**src/rtl/dac_spi_pkg.sv**
```systemverilog
// Shared types and constants for the serial DAC writer.
package dac_spi_pkg;

  localparam int unsigned FRAME_BITS = 24;
  localparam int unsigned CMD_W      = 8;
  localparam int unsigned CODE_W     = 16;
  localparam int unsigned BIT_CNT_W  = 5;
  localparam int unsigned FCNT_W     = 16;
  localparam int unsigned OVR_W      = 8;

  localparam logic [CMD_W-1:0] DEFAULT_CMD = 8'h30;

  typedef enum logic [2:0] {
    IDLE,
    SETUP,
    SHIFT,
    HOLD,
    LDAC
  } state_e;

  typedef struct packed {
    logic [CMD_W-1:0]  cmd;
    logic [CODE_W-1:0] data;
  } frame_t;

  function automatic logic [OVR_W-1:0] sat_inc(input logic [OVR_W-1:0] v);
    return (v == {OVR_W{1'b1}}) ? v : v + OVR_W'(1);
  endfunction

endpackage

```
**src/rtl/dac_sclk_gen.sv**
```systemverilog
// SPI clock divider: toggles sclk every HALF_DIV enabled cycles and flags the
// edge that is about to happen so the FSM can act on the same clk edge.
module dac_sclk_gen #(
  parameter int unsigned HALF_DIV = 1
) (
  input  logic clk,
  input  logic rst,
  input  logic en,
  input  logic clr,
  output logic sclk,
  output logic rise_tick_c,
  output logic fall_tick_c
);

  localparam int unsigned DIV_W = (HALF_DIV > 1) ? $clog2(HALF_DIV) : 1;
  localparam logic [DIV_W-1:0] DIV_LAST = DIV_W'(HALF_DIV - 1);

  logic [DIV_W-1:0] div_cnt;
  logic             wrap_c;

  assign wrap_c      = en && !clr && (div_cnt == DIV_LAST);
  assign rise_tick_c = wrap_c && !sclk;
  assign fall_tick_c = wrap_c && sclk;

  always_ff @(posedge clk or posedge rst) begin
    if (rst) begin
      sclk    <= 1'b0;
      div_cnt <= '0;
    end else if (clr) begin
      sclk    <= 1'b0;
      div_cnt <= '0;
    end else if (en) begin
      if (wrap_c) begin
        div_cnt <= '0;
        sclk    <= ~sclk;
      end else begin
        div_cnt <= div_cnt + DIV_W'(1);
      end
    end
  end

endmodule

```
**src/rtl/dac_spi_writer.sv**
```systemverilog
// Serial DAC driver: buffers the latest code (latest-wins) and ships it as a
// 24-bit SPI frame {CMD_WORD, code}, followed by an LDAC pulse.
module dac_spi_writer
  import dac_spi_pkg::*;
#(
  parameter int unsigned      HALF_DIV = 1,
  parameter logic [CMD_W-1:0] CMD_WORD = DEFAULT_CMD,
  parameter int unsigned      LDAC_W   = 2
) (
  input  logic              clk,
  input  logic              rst,
  input  logic [CODE_W-1:0] code,
  input  logic              load,
  input  logic              auto_mode,
  output logic              sclk,
  output logic              sdi,
  output logic              cs_n,
  output logic              ldac_n,
  output logic              busy,
  output logic              frame_done,
  output logic [FCNT_W-1:0] frame_cnt,
  output logic [OVR_W-1:0]  overrun_cnt
);

  localparam int unsigned WAIT_MAX = (LDAC_W > HALF_DIV) ? LDAC_W : HALF_DIV;
  localparam int unsigned WAIT_W   = $clog2(WAIT_MAX + 1);
  localparam logic [WAIT_W-1:0]    HOLD_LAST = WAIT_W'(HALF_DIV - 1);
  localparam logic [WAIT_W-1:0]    LDAC_LAST = WAIT_W'(LDAC_W);
  localparam logic [BIT_CNT_W-1:0] BIT_LAST  = BIT_CNT_W'(FRAME_BITS - 1);

  state_e                  state_q, state_d;
  logic [CODE_W-1:0]       pend_data_q, pend_data_d;
  logic                    pend_valid_q, pend_valid_d;
  logic [CODE_W-1:0]       last_cap_q, last_cap_d;
  logic [FRAME_BITS-1:0]   shreg_q, shreg_d;
  logic [BIT_CNT_W-1:0]    bit_cnt_q, bit_cnt_d;
  logic [WAIT_W-1:0]       wait_cnt_q, wait_cnt_d;
  logic                    sdi_d, cs_n_d, ldac_n_d, busy_d, frame_done_d;
  logic [FCNT_W-1:0]       frame_cnt_d;
  logic [OVR_W-1:0]        overrun_cnt_d;

  logic   sclk_en_c, sclk_clr_c, rise_tick_c, fall_tick_c;
  logic   auto_cap_c, cap_c, consume_c;
  frame_t frame_c;

  assign sclk_en_c  = (state_q == SETUP) || (state_q == SHIFT);
  assign sclk_clr_c = (state_q == LDAC) && (wait_cnt_q == LDAC_LAST);

  dac_sclk_gen #(
    .HALF_DIV (HALF_DIV)
  ) u_sclk_gen (
    .clk         (clk),
    .rst         (rst),
    .en          (sclk_en_c),
    .clr         (sclk_clr_c),
    .sclk        (sclk),
    .rise_tick_c (rise_tick_c),
    .fall_tick_c (fall_tick_c)
  );

  // Pending buffer, auto-mode compare and frame sequencing.
  always_comb begin
    state_d       = state_q;
    pend_data_d   = pend_data_q;
    pend_valid_d  = pend_valid_q;
    last_cap_d    = last_cap_q;
    shreg_d       = shreg_q;
    bit_cnt_d     = bit_cnt_q;
    wait_cnt_d    = wait_cnt_q;
    sdi_d         = sdi;
    cs_n_d        = cs_n;
    ldac_n_d      = ldac_n;
    busy_d        = busy;
    frame_done_d  = 1'b0;
    frame_cnt_d   = frame_cnt;
    overrun_cnt_d = overrun_cnt;

    auto_cap_c = auto_mode && (code != last_cap_q);
    cap_c      = auto_mode ? auto_cap_c : load;
    consume_c  = (state_q == IDLE) && pend_valid_q;
    frame_c    = '{cmd: CMD_WORD, data: pend_data_q};

    if (auto_cap_c) last_cap_d = code;
    if (consume_c)  pend_valid_d = 1'b0;
    // A code consumed on this edge is not an overrun; the new one just queues.
    if (cap_c) begin
      pend_data_d  = code;
      pend_valid_d = 1'b1;
      if (pend_valid_q && !consume_c) overrun_cnt_d = sat_inc(overrun_cnt);
    end

    unique case (state_q)
      IDLE: begin
        if (pend_valid_q) begin
          shreg_d   = frame_c;
          sdi_d     = frame_c.cmd[CMD_W-1];
          cs_n_d    = 1'b0;
          busy_d    = 1'b1;
          bit_cnt_d = '0;
          state_d   = SETUP;
        end
      end
      SETUP: begin
        if (rise_tick_c) state_d = SHIFT;
      end
      SHIFT: begin
        if (fall_tick_c) begin
          if (bit_cnt_q == BIT_LAST) begin
            wait_cnt_d = '0;
            state_d    = HOLD;
          end else begin
            bit_cnt_d = bit_cnt_q + BIT_CNT_W'(1);
            sdi_d     = shreg_q[FRAME_BITS-2];
            shreg_d   = {shreg_q[FRAME_BITS-2:0], 1'b0};
          end
        end
      end
      HOLD: begin
        if (wait_cnt_q == HOLD_LAST) begin
          cs_n_d     = 1'b1;
          wait_cnt_d = '0;
          state_d    = LDAC;
        end else begin
          wait_cnt_d = wait_cnt_q + WAIT_W'(1);
        end
      end
      LDAC: begin
        if (wait_cnt_q == LDAC_LAST) begin
          ldac_n_d     = 1'b1;
          busy_d       = 1'b0;
          frame_done_d = 1'b1;
          frame_cnt_d  = frame_cnt + FCNT_W'(1);
          state_d      = IDLE;
        end else begin
          ldac_n_d   = 1'b0;
          wait_cnt_d = wait_cnt_q + WAIT_W'(1);
        end
      end
      default: state_d = IDLE;
    endcase
  end

  always_ff @(posedge clk or posedge rst) begin
    if (rst) begin
      state_q      <= IDLE;
      pend_data_q  <= '0;
      pend_valid_q <= 1'b0;
      last_cap_q   <= '0;
      shreg_q      <= '0;
      bit_cnt_q    <= '0;
      wait_cnt_q   <= '0;
      sdi          <= 1'b0;
      cs_n         <= 1'b1;
      ldac_n       <= 1'b1;
      busy         <= 1'b0;
      frame_done   <= 1'b0;
      frame_cnt    <= '0;
      overrun_cnt  <= '0;
    end else begin
      state_q      <= state_d;
      pend_data_q  <= pend_data_d;
      pend_valid_q <= pend_valid_d;
      last_cap_q   <= last_cap_d;
      shreg_q      <= shreg_d;
      bit_cnt_q    <= bit_cnt_d;
      wait_cnt_q   <= wait_cnt_d;
      sdi          <= sdi_d;
      cs_n         <= cs_n_d;
      ldac_n       <= ldac_n_d;
      busy         <= busy_d;
      frame_done   <= frame_done_d;
      frame_cnt    <= frame_cnt_d;
      overrun_cnt  <= overrun_cnt_d;
    end
  end

endmodule

```
**config.mk**
```make
export PLATFORM = sky130hd
export DESIGN_NAME = dac_spi_writer
export DESIGN_NICKNAME = d
export VERILOG_FILES = /design/src/rtl/dac_spi_pkg.sv /design/src/rtl/dac_sclk_gen.sv /design/src/rtl/dac_spi_writer.sv
export SDC_FILE = /design/constraint.sdc
export NUM_CORES = 1
export LEC_CHECK = 0
export ABC_AREA = 1
export CELL_PAD_IN_SITES_DETAIL_PLACEMENT = 1
export CELL_PAD_IN_SITES_GLOBAL_PLACEMENT = 1
export CORE_MARGIN = 3
export CORE_UTILIZATION = 38
export CTS_BUF_LIST = sky130_fd_sc_hd__clkbuf_8 sky130_fd_sc_hd__clkbuf_16
export DETAILED_ROUTE_END_ITERATION = 6
export PLACE_DENSITY_LB_ADDON = 0.1
export RECOVER_POWER = 50
export SYNTH_ARGS = -nofsm -noshare
export SYNTH_HDL_FRONTEND = slang
export SYNTH_SLANG_ARGS = --single-unit
```
**constraint.sdc**
```tcl
create_clock -name clk -period 3.15 [get_ports clk]
set_clock_uncertainty 0.2 [all_clocks]
set_input_delay 0.4725 -clock clk [delete_from_list [all_inputs] [get_ports clk]]
set_output_delay 0.4725 -clock clk [all_outputs]
set_load 0.01 [all_outputs]
```
# Yosys cells after proc, flatten, opt, wreduce, memory -nomap -nowiden
# Index checks and enable logic that the tools add are counted.
# Widths: inputs -> output; s select.
[totals]
output_inout_bits = 30
word_cells = 109
register_bits = 97
[classes]
bitwise_logic = 3
n_eq_ne = 16
n_reduce_logical = 29
addsub = 5
n_mux = 40
[op_table]
columns = ["cell", "count"]
rows = [
  ["$mux 23", 3],
  ["$pmux 23 s2", 1],
  ["$mux 3", 6],
  ["$mux 1", 17],
  ["$add 16x1->16 const B", 1],
  ["$ne 16x16->1", 1],
  ["$mux 5", 3],
  ["$pmux 3 s5", 1],
  ["$ne 2x2->1 const B", 6],
  ["$reduce_bool 2->1", 6],
  ["$pmux 5 s2", 1],
  ["$reduce_and 3->1", 3],
  ["$add 8x1->8 const B", 1],
  ["$eq 8x8->1 const B", 1],
  ["$logic_and 1x1->1", 8],
  ["$mux 2", 4],
  ["$reduce_and 4->1", 2],
  ["$eq 3x2->1 const B", 2],
  ["$pmux 1 s2", 3],
  ["$pmux 2 s3", 1],
  ["$reduce_and 6->1", 1],
  ["$add 5x1->5 const B", 1],
  ["$eq 5x5->1 const B", 1],
  ["$ne 2x1->1 const B", 2],
  ["12 further kinds", 17],
]

# Longest topological paths before layout
[depth]
ltp_word = 8
ltp_mapped = 13
depth_no_buf = 12

# Cells and area by module
# A second synthesis with hierarchy kept.
[unflattened]
hier_cells = 557
area_unflattened_um2 = 4702.0
[modules_own_cells]
columns = ["module", "area_each_um2", "cells_per_inst", "n_inst", "seq_area_each_um2"]
rows = [
  ["dac_spi_writer", 4590.7, 542, 1, 2379.8],
  ["dac_sclk_gen", 111.4, 15, 1, 50.0],
]

# Worst setup path after synthesis
# Ideal clock, no wire load.
[synth_timing]
path_kind = "register -> register"
from = "register bit_cnt_q[0]"
to = "register shreg_q[20]"
arrival_ns = 1.484
path_stages_with_launch = 10
path_slack_ns = 1.345
setup_ns = 0.121
period_less_slack_ns = 1.805
path_cell_list = "dfrtp_1 ha_1 nand2_1 inv_1 a21oi_2 o21ai_4 inv_4 nand2_4 buf_6 o22a_1"
[synth_via]
elab_chain_len = 3
[synth_rtl]
columns = ["element", "line", "rtl"]
rows = [
  ["start: declaration", "dac_spi_writer.sv:36", "logic [BIT_CNT_W-1:0] bit_cnt_q, bit_cnt_d;"],
  ["start signal: assignment", "dac_spi_writer.sv:165", "bit_cnt_q <= bit_cnt_d;"],
  ["$eq 5x5->1", "dac_spi_writer.sv:108", "if (bit_cnt_q == BIT_LAST) begin"],
  ["$ne 2x2->1 (no line)", "n/a", ""],
  ["$reduce_and 4->1 (no line)", "n/a", ""],
  ["end signal: assignment", "dac_spi_writer.sv:164", "shreg_q <= shreg_d;"],
  ["end: declaration", "dac_spi_writer.sv:35", "logic [FRAME_BITS-1:0] shreg_q, shreg_d;"],
]
# No other way between the ends.
# A chain may end at the register's enable or synchronous reset.

# Final worst setup path
[layout_timing]
from = "register wait_cnt_q[0]"
to = "register frame_cnt[15]"
[layout_via]
elab_chain_len = 2
[layout_rtl]
columns = ["element", "line", "rtl"]
rows = [
  ["start: declaration", "dac_spi_writer.sv:37", "logic [WAIT_W-1:0] wait_cnt_q, wait_cnt_d;"],
  ["start signal: assignment", "dac_spi_writer.sv:166", "wait_cnt_q <= wait_cnt_d;"],
  ["$eq 2x2->1", "dac_spi_writer.sv:128", "if (wait_cnt_q == LDAC_LAST) begin"],
  ["$reduce_and 2->1 (no line)", "n/a", ""],
  ["end signal: assignment", "dac_spi_writer.sv:172", "frame_cnt <= frame_cnt_d;"],
  ["end: declaration", "dac_spi_writer.sv:21", "output logic [FCNT_W-1:0] frame_cnt,"],
]
# No other way between the ends.

==> metrics <==
sequential share of the synthesized area 0.537; number of cells on the worst hold path 2; Warnings, synthesis 0; Fin. Hold Viols 0; Hold Path End ldac_n; total core area 11500 sq um; initial antenna violation count 0; simple-gate share of the synthesized area 0.233; CTS tree yes; vias per cell 4.92; vias in the first global route around 3600; # diodes 0; Worst Setup Start Kind register; Crit path max-delay family simple AND/OR/NAND/NOR gates; Cell Rows 39; fill count 1381; root buffer cell clkbuf_16; Compound-Gate Fraction of Synth Area 0.0965; syn nets approximately 550; post-route insts no fill 724; Post-DP HPWL around 7.3 mm; status finished, final reports clean; DP Cell Count 708; r2r setup slk approximately 0.64 ns; mux cell area share after synthesis 0.00221; syn_area_per_cell between 8 and 9 sq um; ratio of cells with drive above 1 in the final layout 0.0671; Peak supply drop 0.263 mV; Worst-Skew Late Latency 0.34 ns; worst-path cell chain inv_1 -> ha_1 -> inv_1 -> nor2_1 -> nand4_1 -> nor2_4 -> nand3_2 -> nor2_1 -> xor2_1; H-tree depth 3; largest cells by area after synthesis dfrtp_1, nand2_1, inv_1; Tcrit/Tclk final 0.797; Worst Hold Launch ldac_n; post-layout minimum cycle time 2.51 ns; DRC violation total after the first TritonRoute iteration 184; Critical Path AT 2.58 ns; Initial Utilization 0.393; Mapped Cells 526; R2R Path Start wait_cnt_q[0]; port bufs 49; RePlAce Congestion 0.781; Resize count post-CTS 0; Total Neg Setup Slack 0 ns; post-synthesis xor/xnor area fraction 0.0329; FF-to-FF path depth 9; top cell type's share of synthesized area 0.525; Critical Path Sink Type register; flops & latches, synth 97; iteration count of the initial detailed-routing pass 4; wire length per cell 14.0 microns; Die ar. 13300 sq um; most common cell after layout, fill and taps aside nand2_1; WP buf/inv 2; gr usage total 0.164; first-pass GRT wire length ~17 mm; Clock Sinks 97; Max-cap violations 0; largest net degree at the start of global routing 37; PD cells 516 nW/um^2; WP depth 9; most frequent cells in the layout nand2_1, dfrtp_1, inv_1, nor2_1, clkdlybuf4s50_1; CP Max Fanout 8; Worst Tran Pin Value between 1 and 1.5 ns; fmax about 400 MHz; Worst path slowest cell nor2_1; Hold Buf Count CTS 0; leakage power 2.71 nW; area delta synth->final 19.2%; slowest stage delay, CP 0.52 ns; maximum buffer depth of the clock tree 2; clock buffer count from CTS 9; die width 115 microns; total power ~2.8 mW; Yosys top cell by area dfrtp_1; Worst Hold Class reg -> reg; RSZ-0062 raised after global routing false; top-level I/O count 50; # DRC 0; nets 602; DRT Wirelength 10.1 mm; r2r endpoint frame_cnt[15]; Cell variety after synth 36; synthesized cell area 4530 sq um; worst rel slew slack 0.171; adder-cell area share of the yosys netlist 0.0166; grt total ovfl 0; via count 3562; CP Data Required Time 3.22 ns; post-CTS setup buffer count 0; main combinational cell family by area after synthesis simple AND/OR/NAND/NOR gates; remaining antenna violation count 0; die height about 120 microns; setup violators final 0; CTS clk-pin slew, worst paths approximately 0.07 ns; kind of critical path reg -> reg; Pins Over Slew Limit 0
registers in the layout, indices dropped and copies added, names as in the netlist, 2 cells and up:
name         count
bit_cnt_q        5
wait_cnt_q       2
pend_data_q     16
last_cap_q      16
frame_cnt       16
overrun_cnt      8
shreg_q         23
state_q          3
cell usage after synthesis:
cell,instances
nand2_1,129
dfrtp_1,95
inv_1,73
nor2_1,53
o21ai_0,43
nand3_1,19
o22ai_1,19
nand4_1,15
xor2_1,10
xnor2_1,7
ha_1,6
nand2_2,6
a21oi_1,5
buf_2,5
nor3_1,5
clkbuf_1,4
nor2_2,4
o21ai_1,4
nor2_4,3
a21oi_2,2
buf_6,2
dfstp_2,2
inv_4,2
a211oi_1,1
buf_4,1
clkbuf_2,1
clkinv_1,1
inv_2,1
mux2i_1,1
nand2_4,1
nand3_2,1
nand4_4,1
nor2_8,1
o21a_1,1
o21ai_4,1
o22a_1,1
power by group:
part / leakage (nW) / switching (mW) / internal, mW
clock: 0.151 / 0.466 / 0.633
combinational: 1.32 / 0.164 / 0.141
sequential: 1.24 / 0.0655 / 1.32
cell type report:
type,count,area (sq um),share of cell area
flip-flops and latches,97,2430,0.450
multi-input cells,339,1680,0.312
repair buffers,52,508,0.0942
inverters,77,295,0.0547
clock buffers,10,239,0.0443
well taps,143,179,0.0332
clock inverters,6,58.8,0.0109
metal layers:
layer	wire, microns	vias to the layer above	global-route usage	part of all wire
li1	-	1767	-	-
met1	4970	1742	0.230	0.49
met2	4780	42	0.254	0.47
met3	269	11	0.0468	0.027
met4	85	0	0.0399	0.0084
met5	0	-	0	0
worst max path at each step:
stage             startpoint              to  slack (ns)
3_3_place_gp        code[14]  pend_data_q[5]        0.46
3_5_place_dp        code[14]  pend_data_q[5]        0.33
5_1_grt        wait_cnt_q[0]   frame_cnt[15]        0.29
4_1_cts             code[14]  pend_data_q[5]        0.69
2_1_floorplan            rst    bit_cnt_q[0]        1.33
6_report       wait_cnt_q[0]   frame_cnt[15]        0.64
logic make-up after synthesis:
group                      after synthesis
AOI/OAI and AO/OA                       77
xor gates and xnor gates                17
adders and majority gates                6
buffers and inverters                   90
DFF                                     97
muxes                                    1
and+or+nand+nor                        238
tightest hold or removal path, cell delays in order (launching register included):
cell     delay, ns
dfstp_2       0.37
nand2_1       0.05
nand2_1       0.05
metrics by stage:
step | utilization | worst slack, ns | hold slack, ns | area (sq um)
after floorplan | - | 1.33 | 0.253 | 4530
after global placement | 0.449 | 0.456 | 0.258 | 5170
after detailed placement | 0.449 | 0.334 | 0.259 | 5170
after CTS | 0.475 | 0.693 | 0.271 | 5470
after global routing | 0.468 | 0.292 | 0.305 | 5390
final | 0.468 | 0.639 | 0.267 | 5390
Power figures use the tool's default switching activity.
